`src/rtl/wrr_scheduling_kernel.sv`:
```
`default_nettype none
// ============================================================================
// Module   : wrr_scheduling_kernel
// Brief    : Weighted round-robin arbiter mapping NCONSUMERS request streams
//            onto NBANKS x NPORTS PLM kernel ports with low-order address
//            interleaving, grant handshake, registered outputs and saturating
//            per-consumer grant counters.
// Revision : 1.0 - initial release
// ============================================================================
module wrr_scheduling_kernel #(
    parameter int ADDR_WIDTH    = 4,
    parameter int VALUE_WIDTH   = 8,
    parameter int NCONSUMERS    = 2,
    parameter int NBANKS        = 1,
    parameter int NPORTS        = 2,
    parameter int WEIGHT_WIDTH  = 4,
    parameter int COUNTER_WIDTH = 8,
    parameter int BANK_BITS       = $clog2(NBANKS),
    parameter int REQ_WIDTH       = ADDR_WIDTH + VALUE_WIDTH + 2,
    parameter int PLM_INPUT_WIDTH = ADDR_WIDTH - BANK_BITS + VALUE_WIDTH + 1,
    parameter int NKERNELS        = NBANKS * NPORTS
) (
    input  logic                                  clk,
    input  logic                                  reset_n,
    input  logic [NCONSUMERS*REQ_WIDTH-1:0]       requests,
    input  logic [NCONSUMERS*WEIGHT_WIDTH-1:0]    weights,
    output logic [NCONSUMERS-1:0]                 grant,
    output logic [NKERNELS*PLM_INPUT_WIDTH-1:0]   out,
    output logic [NKERNELS-1:0]                   out_valid,
    output logic [NCONSUMERS*COUNTER_WIDTH-1:0]   grant_count
);

    localparam int PTR_W   = $clog2(NCONSUMERS);
    localparam int BANK_W  = (BANK_BITS > 0) ? BANK_BITS : 1;
    localparam int LADDR_W = ADDR_WIDTH - BANK_BITS;

    // Per-consumer decoded request fields
    logic [NCONSUMERS-1:0]       req_valid;
    logic [BANK_W-1:0]           req_bank [NCONSUMERS];
    logic [PLM_INPUT_WIDTH-1:0]  req_data [NCONSUMERS];

    // Per-bank arbitration state
    logic [PTR_W-1:0]            ptr       [NBANKS];
    logic [WEIGHT_WIDTH-1:0]     remaining [NBANKS];
    logic [PTR_W-1:0]            nxt_ptr   [NBANKS];
    logic [WEIGHT_WIDTH-1:0]     nxt_rem   [NBANKS];

    logic [NCONSUMERS-1:0]               sel;
    logic [NKERNELS*PLM_INPUT_WIDTH-1:0] kdata;
    logic [NKERNELS-1:0]                 kvalid;

    generate
        for (genvar gc = 0; gc < NCONSUMERS; gc++) begin : g_dec
            logic [REQ_WIDTH-1:0]  req;
            logic [ADDR_WIDTH-1:0] addr;
            assign req            = requests[gc*REQ_WIDTH +: REQ_WIDTH];
            assign addr           = req[VALUE_WIDTH +: ADDR_WIDTH];
            assign req_valid[gc]  = req[REQ_WIDTH-1];
            // Single-bank configurations route everything to bank 0
            assign req_bank[gc]   = (NBANKS == 1) ? '0 : addr[BANK_W-1:0];
            assign req_data[gc]   = {req[REQ_WIDTH-2],
                                     addr[ADDR_WIDTH-1 -: LADDR_W],
                                     req[VALUE_WIDTH-1:0]};
        end
    endgenerate

    // Grants are suppressed while reset is asserted
    assign grant = sel & {NCONSUMERS{reset_n}};

    // Scan each bank from its pointer, allocate ports, and compute next pointer/burst state
    always_comb begin
        int                      c;
        int                      cnt;
        logic                    any;
        logic                    ptr_hit;
        logic [PTR_W-1:0]        last;
        logic [WEIGHT_WIDTH-1:0] w;
        logic [WEIGHT_WIDTH-1:0] eff;
        sel     = '0;
        kdata   = out;
        kvalid  = '0;
        c       = 0;
        cnt     = 0;
        any     = 1'b0;
        ptr_hit = 1'b0;
        last    = '0;
        w       = '0;
        eff     = '0;
        for (int b = 0; b < NBANKS; b++) begin
            cnt     = 0;
            any     = 1'b0;
            ptr_hit = 1'b0;
            last    = '0;
            for (int i = 0; i < NCONSUMERS; i++) begin
                c = int'(ptr[b]) + i;
                if (c >= NCONSUMERS) c = c - NCONSUMERS;
                if (req_valid[c] && (int'(req_bank[c]) == b) && (cnt < NPORTS)) begin
                    sel[c] = 1'b1;
                    kvalid[b*NPORTS + cnt] = 1'b1;
                    kdata[(b*NPORTS + cnt)*PLM_INPUT_WIDTH +: PLM_INPUT_WIDTH] = req_data[c];
                    last = PTR_W'(c);
                    any  = 1'b1;
                    if (i == 0) ptr_hit = 1'b1;
                    cnt = cnt + 1;
                end
            end
            // Burst bookkeeping: weights only sampled when a new burst starts
            w   = weights[int'(ptr[b])*WEIGHT_WIDTH +: WEIGHT_WIDTH];
            eff = (remaining[b] != '0) ? remaining[b] :
                  ((w == '0) ? WEIGHT_WIDTH'(1) : w);
            nxt_ptr[b] = ptr[b];
            nxt_rem[b] = remaining[b];
            if (any) begin
                if (ptr_hit && (eff > WEIGHT_WIDTH'(1))) begin
                    nxt_rem[b] = eff - 1'b1;
                end else begin
                    nxt_rem[b] = '0;
                    nxt_ptr[b] = (int'(last) == NCONSUMERS - 1) ? '0 : last + 1'b1;
                end
            end
        end
    end

    // Arbitration state and registered kernel outputs
    always_ff @(posedge clk or negedge reset_n) begin
        if (!reset_n) begin
            out       <= '0;
            out_valid <= '0;
            for (int b = 0; b < NBANKS; b++) begin
                ptr[b]       <= '0;
                remaining[b] <= '0;
            end
        end else begin
            out       <= kdata;
            out_valid <= kvalid;
            for (int b = 0; b < NBANKS; b++) begin
                ptr[b]       <= nxt_ptr[b];
                remaining[b] <= nxt_rem[b];
            end
        end
    end

    // Saturating per-consumer grant counters
    always_ff @(posedge clk or negedge reset_n) begin
        if (!reset_n) begin
            grant_count <= '0;
        end else begin
            for (int c = 0; c < NCONSUMERS; c++) begin
                if (grant[c] && (grant_count[c*COUNTER_WIDTH +: COUNTER_WIDTH] != {COUNTER_WIDTH{1'b1}}))
                    grant_count[c*COUNTER_WIDTH +: COUNTER_WIDTH] <=
                        grant_count[c*COUNTER_WIDTH +: COUNTER_WIDTH] + 1'b1;
            end
        end
    end

endmodule
`default_nettype wire

```
`config.mk`:
```
export PLATFORM = sky130hd
export DESIGN_NAME = wrr_scheduling_kernel
export DESIGN_NICKNAME = d
export VERILOG_FILES = /design/src/rtl/wrr_scheduling_kernel.sv
export SDC_FILE = /design/constraint.sdc
export NUM_CORES = 1
export LEC_CHECK = 0
export BUFFER_PORTS_ARGS = -buffer_cell sky130_fd_sc_hd__buf_4
export CAP_MARGIN = 15
export CORE_AREA = 5 5 73 75
export CTS_CLUSTER_SIZE = 10
export DETAILED_ROUTE_END_ITERATION = 12
export DIE_AREA = 0 0 78 80
export GPL_TIMING_DRIVEN = 0
export PLACE_DENSITY = 0.85
export SLEW_MARGIN = 0
export SYNTH_ARGS = -nofsm -noshare
export SYNTH_HDL_FRONTEND = slang
export SYNTH_SLANG_ARGS = --single-unit
```
`constraint.sdc`:
```
create_clock -name clk -period 2.8 [get_ports clk]
set_input_delay 0.14 -clock clk [delete_from_list [all_inputs] [get_ports clk]]
set_output_delay 0.14 -clock clk [all_outputs]
set_load 0.02 [all_outputs]
```
==> impl_metrics.ini, run 1 <==
[status]
status = completed

[setup_path]
crit_fanout = 5
cp-end-kind = register
cp.arrival_ns = 2.21
crit_slowest_cell = dfrtp_1
required_ns = 3.02
crit_top_cell = nand2_1
path_class = register to register
critical_path.max_stage_delay_ns = 0.35
crit_buf_inv = 1
crit_family = compound AO/OA/AOI/OAI gates
worstSetupStartpointType = register
path_cells = buf_6 -> mux2_2 -> a21oi_1 -> nand2_1 -> ha_1 -> nand2_1 -> a21o_1 -> a22oi_1 -> nor4_2

[cts]
htreeDepth = 2
cts_tree = yes
clk_path_buf_depth = 2
clock-sinks = 49
ctsResizeCount = 0
root_buffer = clkbuf_8
clk_latency_ns = 0.30
clk_pin_slew_ns = 0.09
numCtsBuffers = 5

[timing]
setup_viol = 0
relSlewSlack_pct = 58.1
worstMarginPinSlew_ns = 0.628
finClkSkew_ns = 0.00704
timing.final.crit_share_pct = 71.3
finalCriticalPeriod_ns = 2.00
drv_slew = 0
max_freq_mhz = 501
hold_viol_final = 0
rsz0062_at_grt = false
setup_tns_ns = 0

[placed_design]
dp_hpwl_um = 4580
io_buffers = 82
place_area_mm2 = 0.00310
gp_congestion = 0.804

[grt]
grt_pass1_vias = 2114
grt_usage_pct = 20.2
antenna_found_initial = 0
grt_start_max_net_pins = 52
grt_pass1_wl_um = 9960
overflow = 0

[route]
drt-total-wl_um = 6160
drtAntennaViolNets = 0
dr_total_vias = 2026
via_per_inst = 5.35
drt_drc_violations_left = 0
dr.pass1.iters = 4
avgRoutedWirePerCell_um = 16.3
drt_iter0_drc = 48

[synthesis]
synth_cell_types = 35
synth_cells = 234
synth_seq_cells = 49
synth_nets = 275
syn_avg_cell_area_um2 = 10.3
seq_area_frac_synth_pct = 50.7
syn_area_mm2 = 0.00242
ys_warn_count = 0

[power]
ir_worst_vdd_mv = 0.478
p_leak_nw = 1.59
power_density_mw_per_mm2 = 868

[floorplanning]
die_h_um = 80
die_area_mm2 = 0.00624
placementRows = 25
start_util_pct = 52.6
ios = 84
core_mm2 = 0.00460
dieWidth_um = 78

[cells_and_area]
antenna_cells = 0
area_delta_synth_final_pct = 33.6
fillers = 354
layout.nets = 365
drive_above_1_share_pct = 34.8
design_area_mm2 = 0.00323

[min_path]
min_path_type = primary input to register

[run]
maxCapViolCount = 0
state kept, by name (all words and copies together) (netlist names), named ones only:
signal / flops
grant_count: 16
out: 26
out_valid: 2
remaining: 4
synthesized netlist by cell type (all sizes together):
cell | count | area [µm²]
nand4 | 6 | 37.5
a21o | 1 | 7.51
nor3 | 3 | 15.0
o22ai | 13 | 81.3
nor3b | 1 | 7.51
a22o | 1 | 8.76
a21oi | 17 | 85.1
a32o | 1 | 10.0
mux2i | 16 | 160
nand2b | 1 | 6.26
nor4 | 2 | 33.8
buf | 9 | 53.8
o21a | 2 | 15.0
o41a | 1 | 11.3
xnor2 | 8 | 70.1
and3 | 2 | 12.5
and2 | 3 | 18.8
o211ai | 1 | 7.51
mux2 | 14 | 161
nor2b | 1 | 6.26
ha | 3 | 37.5
nand3 | 3 | 20.0
xor2 | 6 | 52.6
dfrtp | 49 | 1230
nand2 | 15 | 56.3
nor2 | 46 | 173
inv | 2 | 7.51
a22oi | 1 | 7.51
clkbuf | 2 | 7.51
o21ai | 4 | 20.0
through the flow:
stage / total power, W / util [%] / setup slack [ns] / std cells / hold slack [ns]
5_1_grt: 0.00298 / 70.3 / 0.570 / 379 / 0.0765
3_5_place_dp: 0.00229 / 67.4 / 0.807 / 370 / 0.199
4_1_cts: 0.00282 / 70.3 / 0.790 / 379 / 0.0689
6_report: 0.00280 / 70.3 / 0.803 / 379 / 0.0739
3_3_place_gp: 0.00225 / 67.4 / 0.866 / 370 / 0.200
2_1_floorplan: 0.00182 / - / 0.981 / 234 / -0.156
cell families after synthesis:
group / Yosys count / synth area share, %
AO/OA/AOI/OAI: 42 / 10.5
XOR/XNOR: 14 / 5.07
adder cells (fa/ha/maj): 3 / 1.55
buffers and inverters: 13 / 2.85
flip-flops: 49 / 50.7
multiplexers: 30 / 13.3
AND/OR/NAND/NOR: 83 / 16.0
worst min-delay path: stages:
cell    delay [ns]
buf_4         0.08
nor2_1        0.03
nor2_1        0.08
placed cells by master (no fill, tap or decap), types with 2 or more instances in the layout:
cell      instances
buf_4            82
dfrtp_1          49
nor2_1           46
a21oi_1          17
mux2i_1          16
nand2_1          15
o22ai_1          13
mux2_2           13
xnor2_1           8
nand4_1           6
xor2_1            6
clkbuf_8          6
o21ai_0           4
buf_2             4
and2_1            3
buf_1             3
nor3_1            3
ha_1              3
clkbuf_1          2
inv_1             2
nand3_1           2
o21a_1            2
and3_1            2
buf_6             2
worst paths after layout:
| check | cells after the start | startpoint | slack (ns) | to |
|---|---|---|---|---|
| setup / recovery | 9 | register | 0.80 | remaining[3] |
| hold / removal | 3 | requests[18] | 0.07 | out[4] |
| setup reg to reg | 9 | register | 0.80 | remaining[3] |
| hold reg to reg | 1 | grant_count[7] | 0.50 | grant_count[7] |
| max in group asynchronous | 2 | reset_n | 1.97 | out[5] |
| min in group asynchronous | 2 | reset_n | 0.40 | grant_count[7] |
power breakdown:
group          switching (W)  leakage, nW  internal (W)
Clock               0.000245       0.0574      0.000291
Combinational       0.000627        0.954      0.000556
Sequential          0.000193        0.577      0.000892
layout make-up:
| cell class | instances | area, µm² | area share (%) |
|---|---|---|---|
| Buffer | 11 | 61.3 | 1.90 |
| Clock buffer | 6 | 82.6 | 2.56 |
| Clock inverter | 2 | 37.5 | 1.16 |
| Inverter | 2 | 7.51 | 0.232 |
| Multi-Input combinational cell | 172 | 1120 | 34.7 |
| Sequential cell | 49 | 1230 | 38.0 |
| Tap cell | 54 | 67.6 | 2.09 |
| Timing Repair Buffer | 83 | 626 | 19.4 |
layer usage:
layer  GRT usage, %  part of all wire [%]  routed length [µm]
met3           5.98                   5.9                 361
met1           24.0                    40                2470
met4           7.26                   1.1                  68
met2           34.6                    53                3270
met5              0                     0                   0
repair_timing:
action | 4_1_cts | 5_1_grt
buffers inserted | 0 | 0
hold endpoints to repair | 49 | 0
hold buffers | 1 | 0
(Power assumes the default switching activity.)
==> run 2: changes to the inputs <==
--- a/config.mk
+++ b/config.mk
@@ -7,12 +7,12 @@
 export LEC_CHECK = 0
 export BUFFER_PORTS_ARGS = -buffer_cell sky130_fd_sc_hd__buf_4
 export CAP_MARGIN = 15
-export CORE_AREA = 5 5 73 75
+export CORE_AREA = 5 5 76 78
 export CTS_CLUSTER_SIZE = 10
 export DETAILED_ROUTE_END_ITERATION = 12
-export DIE_AREA = 0 0 78 80
+export DIE_AREA = 0 0 81 83
 export GPL_TIMING_DRIVEN = 0
-export PLACE_DENSITY = 0.85
+export PLACE_DENSITY = 0.79
 export SLEW_MARGIN = 0
 export SYNTH_ARGS = -nofsm -noshare
 export SYNTH_HDL_FRONTEND = slang
==> constraint.sdc (replaced) <==
create_clock -name clk -period 2.1 [get_ports clk]
set_input_delay 0.105 -clock clk [delete_from_list [all_inputs] [get_ports clk]]
set_output_delay 0.105 -clock clk [all_outputs]
set_load 0.02 [all_outputs]
==> impl_metrics.ini, run 2 (synthesis gave the netlist of run 1 again) <==
[route]
drt_iter0_drc = 50
drt_drc_violations_left = 0
drtAntennaViolNets = 0
via_per_inst = 5.13
dr_total_vias = 2042
dr.pass1.iters = 4
avgRoutedWirePerCell_um = 14.9
drt-total-wl_um = 5920

[power]
ir_worst_vdd_mv = 0.538
p_leak_nw = 1.61
power_density_mw_per_mm2 = 1150

[setup_path]
crit_top_cell = nand2_1
path_class = register to register
cp.arrival_ns = 2.14
worstSetupStartpointType = register
crit_slowest_cell = dfrtp_1
crit_buf_inv = 0
rr_worst_depth = 7
required_ns = 2.29
critical_path.max_stage_delay_ns = 0.45
crit_family = compound AO/OA/AOI/OAI gates
path_depth = 7
crit_fanout = 4
path_cells = nor4_4 -> o211ai_1 -> nand2_1 -> ha_1 -> nand2_1 -> a21o_1 -> a32o_1
cp-end-kind = register

[cts]
htreeDepth = 2
cts_tree = yes
clock-sinks = 49
clk_pin_slew_ns = 0.09
clk_path_buf_depth = 2
root_buffer = clkbuf_8
numCtsBuffers = 5
clk_latency_ns = 0.29

[min_path]
hold_depth = 3
min_path_type = primary input to register

[grt]
grt_pass1_vias = 2116
grt_pass1_wl_um = 10000
grt_start_max_net_pins = 52
grt_usage_pct = 18.5
overflow = 0
antenna_found_initial = 0

[timing]
worst_slack_ns = 0.152
finalCriticalPeriod_ns = 1.95
max_freq_mhz = 513
hold_viol_final = 0
drv_slew = 0
timing.final.crit_share_pct = 92.8
finClkSkew_ns = 0.00431
worstMarginPinSlew_ns = 0.577
setup_viol = 0
relSlewSlack_pct = 61.5

[floorplanning]
die_h_um = 83
core_mm2 = 0.00501
start_util_pct = 48.3
die_area_mm2 = 0.00672
ios = 84
dieWidth_um = 81
placementRows = 26

[cells_and_area]
layout_common_cells = buf_4 (84), dfrtp_1 (49), nor2_1 (46), mux2i_1 (16), a21oi_1 (16)
largest_reg_flops = 26
area_delta_synth_final_pct = 35.8
final_common_cell = buf_4
drive_above_1_share_pct = 35.7
antenna_cells = 0
fillers = 447
layout.nets = 368
stdcell_count = 398
largest_register = out
top_regs = out (26), grant_count (16), remaining (4)

[placed_design]
dp_cells = 386
gp_congestion = 0.743
post-place-ws_ns = 0.148
dp_hpwl_um = 4360
io_buffers = 82

[status]
status = completed

[run]
maxCapViolCount = 0
## run 2: changes by cell type in the layout (fill, tap and decap cells not counted), sizes merged
cell      before  now
clkinvlp       1    0
buf           91   94
clkbuf         8    9
## run 2: path summary, 6_finish.rpt
check / start / endpoint / slack, ns
max: remaining[2] / remaining[1] / 0.15
min: requests[24] / out[10] / 0.04
max reg2reg: remaining[2] / remaining[1] / 0.15
min reg2reg: grant_count[7] / grant_count[7] / 0.51
max in group asynchronous: reset_n / grant_count[1] / 1.46
min in group asynchronous: reset_n / remaining[0] / 0.30
## run 2: repair_timing
item	4_1_cts	5_1_grt
gates resized for setup	0	4
endpoints found under the setup margin	0	10
endpoints found under the hold margin	49	0
hold buffers	1	0
setup buffers	0	3
## run 2: layout make-up
class                      instances  area (µm²)  area share [%]
multi-input combinational        172        1130            34.5
tap                               70        87.6            2.67
sequential                        49        1230            37.4
clock inverter                     1        30.0           0.915
inverter                           2        7.51           0.229
clock buffer                       7        86.3            2.63
buffer                            11        61.3            1.87
timing repair buffer              86         652            19.9
## run 2: power breakdown
group	internal, W	switching [W]	total (W)
combinational	0.000792	0.000858	0.00165
sequential	0.00119	0.000256	0.00145
clock	0.000388	0.000301	0.000690
total	0.00237	0.00142	0.00378
## run 2: worst min-delay path, stage by stage
cell and delay (ns):
buf_4 0.08, nor2_1 0.03, nor2_1 0.08
## run 2: metal layers
layer  up-vias  GRT usage, %  share of wire (%)
met5         -             0                  0
li1       1003             -                  -
met3         8          4.98                5.9
met1       979          23.5                 43
met4         0          4.92                1.1
met2        52          30.8                 50
## run 2: per-stage QoR
stage	power, W	TNS, ns	util, %	instance area, µm²	hold slack [ns]
3_5_place_dp	0.00305	0	62.3	3120	0.172
5_1_grt	0.00404	-0.00851	65.5	3280	0.0397
3_3_place_gp	0.00300	0	62.3	3120	0.175
6_report	0.00378	0	65.5	3280	0.0427
4_1_cts	0.00374	0	64.8	3250	0.0389
2_1_floorplan	0.00243	0	-	2420	-0.191
==> run 3: changes to the inputs <==
--- a/config.mk
+++ b/config.mk
@@ -12,7 +12,7 @@
 export DETAILED_ROUTE_END_ITERATION = 12
 export DIE_AREA = 0 0 81 83
 export GPL_TIMING_DRIVEN = 0
-export PLACE_DENSITY = 0.79
+export PLACE_DENSITY_LB_ADDON = 0.08
 export SLEW_MARGIN = 0
 export SYNTH_ARGS = -nofsm -noshare
 export SYNTH_HDL_FRONTEND = slang
==> impl_metrics.ini, run 3 (synthesis gave the netlist of run 1 again) <==
[status]
status = completed

[power]
p_leak_nw = 1.61
power_density_mw_per_mm2 = 1170
ir_worst_vdd_mv = 0.603

[setup_path]
cp.arrival_ns = 2.14
worstSetupStartpointType = register
crit_fanout = 10
rr_worst_depth = 10
cp-end-kind = register
path_class = register to register
required_ns = 2.31

[grt]
grt_start_max_net_pins = 52
antenna_found_initial = 0
grt_pass1_vias = 2106
overflow = 0
grt_usage_pct = 18.7
grt_pass1_wl_um = 9970

[cts]
clk_pin_slew_ns = 0.09
cts_tree = yes
numCtsBuffers = 5
clk_latency_ns = 0.31
htreeDepth = 2
clk_path_buf_depth = 2
clock-sinks = 49
root_buffer = clkbuf_8

[floorplanning]
dieWidth_um = 81
placementRows = 26
ios = 84
core_mm2 = 0.00501
die_area_mm2 = 0.00672
die_h_um = 83
start_util_pct = 48.3

[timing]
drv_slew = 0
worstMarginPinSlew_ns = 0.572
timing.final.crit_share_pct = 91.8
max_freq_mhz = 519
rsz0062_at_grt = false
hold_viol_final = 0
setup_viol = 0
setup_tns_ns = 0
finalCriticalPeriod_ns = 1.93
finClkSkew_ns = 0.00892
holdWs_ns = 0.0413
relSlewSlack_pct = 61.9

[route]
drt_drc_violations_left = 0
via_per_inst = 5.04
drt-total-wl_um = 5820
dr.pass1.iters = 4
drt_iter0_drc = 53
avgRoutedWirePerCell_um = 14.7
dr_total_vias = 1999
drtAntennaViolNets = 0

[cells_and_area]
regArea_mm2 = 0.00123
largest_register = out
antenna_cells = 0
final_common_cell = buf_4
top_regs = out (26), grant_count (16), remaining (4)
fillers = 435
area_delta_synth_final_pct = 36.1
layout.nets = 367
multi_input_area_mm2 = 0.00113
drive_above_1_share_pct = 35.5
largest_reg_flops = 26
layout_common_cells = buf_4 (83), dfrtp_1 (49), nor2_1 (46), mux2i_1 (16), a21oi_1 (16)

[placed_design]
io_buffers = 82
dp_hpwl_um = 4320
gp_congestion = 0.815

[min_path]
hold_depth = 3
min_path_type = primary input to register

[run]
maxCapViolCount = 0
## run 3: final timing paths
check,end,slack (ns),startpoint
setup / recovery,remaining[3],0.17,register
hold / removal,out[8],0.04,requests[22]
setup reg to reg,remaining[3],0.17,register
hold reg to reg,grant_count[14],0.51,grant_count[14]
max in group asynchronous,remaining[0],1.46,reset_n
min in group asynchronous,out[3],0.30,reset_n
## run 3: area by class of cell
type	count	area share (%)
repair buffers	85	19.6
flip-flops and latches	49	37.3
plain buffers	11	1.86
inverters	2	0.228
clock buffers	5	2.09
multi-input cells	172	34.2
clock inverters	3	2.09
well taps	70	2.66
## run 3: metal layers
layer	wire length, µm	global-route usage, %	part of all wire, %
met3	365	6.17	6.3
met4	103	5.68	1.8
met2	2850	30.8	49
met1	2510	22.9	43
met5	0	0	0
## run 3: timing repair
action,CTS,global route
gates resized for setup,0,2
endpoints found under the hold margin,49,0
hold buffers,1,0
setup buffers,0,2
setup endpoints to repair,0,8
## run 3: worst max-delay path, cell delays in order, from the launching register on
cell and delay, ns:
dfrtp_1 0.38, buf_6 0.13, buf_6 0.14, nor3b_1 0.14
o211ai_1 0.19, nand2_1 0.10, ha_1 0.18, nand2_1 0.07
a21o_1 0.15, a22oi_1 0.09, nor4_2 0.26
## run 3: stage by stage
stage | total power (W) | cells | setup slack (ns) | cell area, µm² | utilization [%]
floorplan | 0.00243 | 234 | 0.281 | 2420 | -
global placement | 0.00302 | 386 | 0.147 | 3120 | 62.3
detailed placement | 0.00304 | 386 | 0.115 | 3120 | 62.3
CTS | 0.00385 | 395 | 0.0734 | 3270 | 65.2
global route | 0.00411 | 397 | 0.0212 | 3290 | 65.7
finish | 0.00384 | 397 | 0.173 | 3290 | 65.7
## run 3: power by group
part / switching [W] / total, W / internal [W]
registers: 0.000246 / 0.00144 / 0.00119
clock network: 0.000327 / 0.000806 / 0.000479
logic: 0.000839 / 0.00160 / 0.000763
